$ cat src/rtl/link_frame_tester.sv
// link_frame_tester: framed multi-lane PRBS generator with an independent loopback checker
// that counts bit errors and completed frames for link bring-up.
module link_frame_tester #(
    parameter int CHANNELS  = 2,
    parameter int SHORT_LEN = 40,
    parameter int LONG_LEN  = 6144,
    parameter int LFSR_W    = 15,
    parameter int GAP       = 8,
    parameter int ERR_W     = 16
) (
    input  logic                clock,
    input  logic                notreset,
    input  logic                enable,
    input  logic                flag_long_sel,
    input  logic [LFSR_W-1:0]   seed,
    input  logic                clear_counts,
    output logic [CHANNELS-1:0] data_out,
    output logic                flag_long_out,
    output logic                look_now_out,
    output logic                frame_active_out,
    input  logic [CHANNELS-1:0] data_in,
    input  logic                flag_long_in,
    input  logic                look_now_in,
    output logic [ERR_W-1:0]    err_count,
    output logic [15:0]         frames_checked,
    output logic                sync_lock,
    output logic [7:0]          byte_stream
);
    localparam int CW = $clog2(LONG_LEN);
    localparam int GW = $clog2(GAP + 1);
    localparam int NW = $clog2(CHANNELS + 1);

    typedef enum logic [1:0] {S_IDLE = 2'd0, S_FRAME = 2'd1, S_GAP = 2'd2} tx_state_t;

    function automatic logic [LFSR_W-1:0] prbs_step(input logic [LFSR_W-1:0] v);
        return {v[LFSR_W-2:0], v[LFSR_W-1] ^ v[LFSR_W-2]};
    endfunction

    logic [LFSR_W-1:0] seed_eff;
    assign seed_eff = (seed == '0) ? LFSR_W'(1) : seed;

    tx_state_t         state, state_n;
    logic [LFSR_W-1:0] q, q_n;
    logic [CW-1:0]     cnt, cnt_n, tx_last;
    logic [GW-1:0]     gcnt, gcnt_n;
    logic              tx_long, long_n, start;
    logic [CHANNELS-1:0] tx_lanes;

    assign tx_last = tx_long ? CW'(LONG_LEN - 1) : CW'(SHORT_LEN - 1);

    always_comb begin
        state_n = state;
        q_n     = q;
        cnt_n   = cnt;
        gcnt_n  = gcnt;
        long_n  = tx_long;
        start   = 1'b0;
        case (state)
            S_IDLE:  start = enable;
            S_FRAME: begin
                if (cnt == tx_last) begin
                    state_n = S_GAP;
                    gcnt_n  = '0;
                end else begin
                    cnt_n = cnt + CW'(1);
                    q_n   = prbs_step(q);
                end
            end
            S_GAP: begin
                if (gcnt == GW'(GAP - 1)) begin
                    state_n = S_IDLE;
                    start   = enable;
                end else begin
                    gcnt_n = gcnt + GW'(1);
                end
            end
            default: state_n = S_IDLE;
        endcase
        // A new frame always reseeds and resamples the length select.
        if (start) begin
            state_n = S_FRAME;
            q_n     = seed_eff;
            cnt_n   = '0;
            long_n  = flag_long_sel;
        end
        for (int c = 0; c < CHANNELS; c++) tx_lanes[c] = q_n[LFSR_W-1-c];
    end

    always_ff @(posedge clock or negedge notreset) begin
        if (!notreset) begin
            state            <= S_IDLE;
            q                <= '0;
            cnt              <= '0;
            gcnt             <= '0;
            tx_long          <= 1'b0;
            data_out         <= '0;
            flag_long_out    <= 1'b0;
            look_now_out     <= 1'b0;
            frame_active_out <= 1'b0;
        end else begin
            state            <= state_n;
            q                <= q_n;
            cnt              <= cnt_n;
            gcnt             <= gcnt_n;
            tx_long          <= long_n;
            data_out         <= (state_n == S_FRAME) ? tx_lanes : '0;
            flag_long_out    <= (state_n == S_FRAME) && long_n;
            look_now_out     <= (state_n == S_FRAME) && (cnt_n == '0);
            frame_active_out <= (state_n == S_FRAME);
        end
    end

    logic [LFSR_W-1:0]   rx_q, rx_ref;
    logic [CW-1:0]       rx_cnt, rx_cnt_cur;
    logic                rx_active, rx_long, rx_ferr, rx_long_cur, rx_valid, rx_last, ferr_cur;
    logic                err_sat;
    logic [CHANNELS-1:0] mism;
    logic [NW-1:0]       nerr;
    logic [ERR_W:0]      err_sum;
    logic [ERR_W-1:0]    err_next;

    // A start strobe overrides any frame in progress, so it restarts from the seed.
    always_comb begin
        rx_ref      = look_now_in ? seed_eff : rx_q;
        rx_long_cur = look_now_in ? flag_long_in : rx_long;
        rx_cnt_cur  = look_now_in ? '0 : rx_cnt;
        rx_valid    = look_now_in | rx_active;
        nerr        = '0;
        for (int c = 0; c < CHANNELS; c++) begin
            mism[c] = data_in[c] ^ rx_ref[LFSR_W-1-c];
            nerr    = nerr + NW'(mism[c]);
        end
        rx_last  = rx_valid && (rx_cnt_cur == (rx_long_cur ? CW'(LONG_LEN - 1) : CW'(SHORT_LEN - 1)));
        ferr_cur = (!look_now_in && rx_ferr) || (nerr != '0);
        err_sum  = {1'b0, err_count} + (ERR_W + 1)'(nerr);
        err_next = err_sum[ERR_W] ? '1 : err_sum[ERR_W-1:0];
    end

    always_ff @(posedge clock or negedge notreset) begin
        if (!notreset) begin
            rx_q           <= '0;
            rx_cnt         <= '0;
            rx_active      <= 1'b0;
            rx_long        <= 1'b0;
            rx_ferr        <= 1'b0;
            err_count      <= '0;
            err_sat        <= 1'b0;
            frames_checked <= '0;
            sync_lock      <= 1'b0;
        end else begin
            if (rx_valid) begin
                rx_q      <= prbs_step(rx_ref);
                rx_cnt    <= rx_cnt_cur + CW'(1);
                rx_long   <= rx_long_cur;
                rx_ferr   <= ferr_cur;
                rx_active <= !rx_last;
            end
            if (clear_counts) begin
                err_count      <= '0;
                err_sat        <= 1'b0;
                frames_checked <= '0;
                sync_lock      <= 1'b0;
            end else if (rx_valid) begin
                err_count <= err_next;
                if (err_next == '1) err_sat <= 1'b1;
                if (rx_last) begin
                    frames_checked <= frames_checked + 16'(frames_checked != 16'hFFFF);
                    sync_lock      <= !ferr_cur;
                end
            end
        end
    end

    assign byte_stream = {sync_lock, err_sat, state, err_count[3:0]};
endmodule

$ cat config.mk
export PLATFORM = sky130hd
export DESIGN_NAME = link_frame_tester
export DESIGN_NICKNAME = d
export VERILOG_FILES = /design/src/rtl/link_frame_tester.sv
export SDC_FILE = /design/constraint.sdc
export NUM_CORES = 1
export LEC_CHECK = 0
export BUFFER_PORTS_ARGS = -buffer_cell sky130_fd_sc_hd__buf_4
export CAP_MARGIN = 15
export CORE_MARGIN = 2
export CORE_UTILIZATION = 53
export CTS_CLUSTER_SIZE = 10
export DETAILED_ROUTE_END_ITERATION = 8
export PLACE_DENSITY_LB_ADDON = 0.05
export SLEW_MARGIN = 40
export SYNTH_ARGS = -nofsm -noshare
export SYNTH_HDL_FRONTEND = slang
export SYNTH_SLANG_ARGS = --single-unit
$ cat constraint.sdc
create_clock -name clock -period 3.1 [get_ports clock]
set_input_delay 0.62 -clock clock [delete_from_list [all_inputs] [get_ports clock]]
set_output_delay 0.62 -clock clock [all_outputs]
set_load 0.005 [all_outputs]
==> impl_metrics.py <==
metrics = {
    "outcome": {
        "status": "completed",
    },
    "synthesis": {
        "yosys.area.top_type_share_pct": 47.9,
        "avgSynthCellArea_um2": 9.46,
        "yosys_warnings": 0,
        "yosysSeqAreaShare_pct": 47.9,
        "synthFlopType": "dfrtp_1",
        "synth_area_leader_cell": "dfrtp_1",
        "synth_edf_count": 0,
        "synth-seq-cells": 105,
        "syn_inst": 580,
        "ys_types": 53,
        "ys_async_sr_fraction_pct": 100,
        "synth_nets": 614,
        "synth.area.top_cells": "dfrtp_1 (48%), mux2i_1 (6.2%), nor2_1 (4.7%)",
        "syn_area_um2": 5480,
    },
    "clock_network": {
        "cts_sinks": 105,
        "cts_setup_buffers": 0,
        "cts_root_buffer": "clkbuf_8",
        "cts_tree": "yes",
        "cts_buffers": 9,
        "clk_pin_slew_worst_paths_ns": 0.10,
        "h-tree-depth": 3,
        "clock_path_buffers": 2,
        "clk_latency_ns": 0.37,
    },
    "sta": {
        "min_period_ns": 2.87,
        "worstMarginPinSlew_ns": 0.658,
        "skew_ns": 0.0144,
        "slew_headroom_pct": 56.1,
        "fin_hold_ws_ns": 0.253,
        "setup_viol_count_final": 0,
        "post-route-period-util_pct": 92.7,
        "drv_slew": 0,
        "hold_viol_final": 0,
        "timing.fmax_ghz": 0.348,
        "rsz0062_at_grt": "false",
    },
    "setup_path": {
        "arrival_ns": 3.16,
        "slowest_delay_ns": 0.45,
        "path_max_fanout": 8,
        "r2r_end": "err_count[3]",
        "crit_path_end_kind": "flop",
        "critPathKind": "flop to flop",
        "required_ns": 3.38,
        "rr_startpoint": "rx_q[13]",
        "startpoint_type": "flop",
        "rrSetupSlack_ns": 0.23,
        "crit_chain": "mux2i_2 > xnor2_1 > inv_1 > ha_1 > ha_2 > inv_2 > fa_2 > and3b_2 > and2_4 > nand4_1 > buf_4 > a21oi_1 > nor2_1 > a311oi_1",
        "critPathSlowestCell": "dfrtp_1",
        "reg2reg_depth": 14,
    },
    "hold_path": {
        "hold_class": "input port to async pin",
    },
    "global_route": {
        "globalRouteTotalUtil_pct": 23.0,
        "grt_pass1_wl_mm": 20.8,
        "grt_pass1_vias": 4361,
        "grt_max_degree": 50,
        "gr-total-overflow": 0,
        "antenna_found_initial": 0,
    },
    "floorplanning": {
        "die-height_um": 106,
        "std_cell_rows": 37,
        "ios": 70,
        "fp.coreArea_um2": 10200,
        "start_util_pct": 53.8,
        "die_w_um": 106,
        "fp.dieArea_um2": 11200,
    },
    "route": {
        "wirelength_mm": 12.0,
        "drtIter0Drc": 189,
        "vias": 4381,
        "drt-vias-per-instance": 5.57,
        "drtAntennaViolNets": 0,
        "drt_first_pass_iters": 4,
        "drcViolationCount": 0,
        "wl_per_cell_um": 15.3,
    },
    "pwr": {
        "power_mw": 2.74,
        "peakVddDrop_mv": 0.222,
        "p_leak_nw": 3.05,
        "power_density_nw_per_um2": 428,
    },
    "finish": {
        "design_area_um2": 6410,
        "final_common_cell": "dfrtp_1",
        "area_delta_synth_final_pct": 16.8,
        "fillCellCount": 883,
        "nets": 682,
        "layout.cells.most_common_list": "dfrtp_1 (105), buf_4 (91), nor2_1 (69)",
        "diodes": 0,
        "drive_gt1_share_pct": 18.3,
    },
    "placed_design": {
        "place.gp.congestion": 0.874,
        "port_buffers": 69,
        "placed_cell_area_um2": 6200,
        "dpl.hpwl_mm": 8.52,
    },
    "job": {
        "max_cap_violations": 0,
    },
}
[cell usage after synthesis, drive strengths merged, types with 3 or more instances]
master / number
dfrtp: 105
nor2: 69
nand2: 66
o21ai: 39
mux2i: 34
nand3: 28
xor2: 27
clkbuf: 21
a21oi: 20
xnor2: 16
and3: 15
inv: 15
buf: 14
nand4: 10
nor3: 10
a211oi: 9
ha: 9
nor4: 8
and2: 7
nand2b: 5
nor2b: 5
a311oi: 4
a31oi: 3
a41oi: 3
and4: 3
nand3b: 3
o31ai: 3
[cell families (layout without fill, tap and decap cells)]
| kind of cell | count (synthesis) | in the layout | share of synthesized area, % |
|---|---|---|---|
| multiplexers | 36 | 36 | 6.62 |
| AND/OR/NAND/NOR | 245 | 245 | 21.7 |
| AO/OA/AOI/OAI | 91 | 91 | 10.5 |
| adder cells (fa/ha/maj) | 10 | 10 | 2.42 |
| buffers and inverters | 50 | 121 | 3.95 |
| flip-flops | 105 | 105 | 47.9 |
| XOR/XNOR | 43 | 43 | 6.87 |
[flip-flops by register name, indices dropped and copies added, names as in the netlist, 2 cells and up]
name	flops
rx_q	15
data_out	2
frames_checked	16
state	2
err_count	16
q	15
gcnt	4
cnt	13
rx_cnt	13
[worst max-delay path by stage]
| stage | start | end | slack (ns) | cells after the start |
|---|---|---|---|---|
| 6_report | rx_q[13] | err_count[3] | 0.23 | 14 |
| 5_1_grt | rx_q[13] | err_sat | 0.01 | 14 |
| 4_1_cts | rx_q[13] | err_count[3] | 0.11 | 14 |
| 3_5_place_dp | look_now_in | err_count[3] | -0.24 | 15 |
| 3_3_place_gp | look_now_in | err_count[3] | -0.15 | 15 |
| 2_1_floorplan | look_now_in | err_count[5] | -0.26 | 15 |
[power breakdown]
part | internal (mW) | total, mW | switching [mW] | leakage, nW
logic | 0.171 | 0.358 | 0.187 | 1.58
registers | 1.43 | 1.48 | 0.0539 | 1.36
clock network | 0.444 | 0.900 | 0.455 | 0.102
[metal layers]
metal | share of wire (%) | GRT usage [%] | wire (um)
met2 | 47 | 35.9 | 5630
met1 | 48 | 32.9 | 5760
met5 | 0 | 0 | 0
met4 | 1.6 | 7.99 | 191
met3 | 3.6 | 3.22 | 432
[worst max-delay path, delay by kind of cell (launching register included)]
kind | cells | cell delay [ns]
adder cells (fa/ha/maj) | 3 | 0.76
AND/OR/NAND/NOR | 4 | 0.56
flip-flops | 1 | 0.45
AO/OA/AOI/OAI | 2 | 0.35
buffers and inverters | 3 | 0.31
multiplexers | 1 | 0.19
XOR/XNOR | 1 | 0.17
[cell type report]
cell class	instances	area, um2	area share, %
clock inverters	4	70.1	1.09
clock buffers	10	128	1.99
repair buffers	92	703	11.0
inverters	15	56.3	0.879
well taps	136	170	2.66
flip-flops and latches	105	2630	41.0
multi-input cells	425	2650	41.4
[timing repair]
action | in CTS | in global routing
endpoints found under the setup margin | 0 | 11
hold endpoints to repair | 0 | 0
resized for setup | 0 | 3
hold buffers | 0 | 0
[through the flow]
stage                     cells  setup WS, ns  TNS, ns  util [%]
final                       787         0.226        0      62.9
after global routing        787       0.00953        0      62.9
after CTS                   787         0.113        0      62.9
after detailed placement    773        -0.244    -2.32      60.9
after global placement      773        -0.148   -0.928      60.9
after floorplan             580        -0.257    -2.70         -
Power figures use the tool's default switching activity.
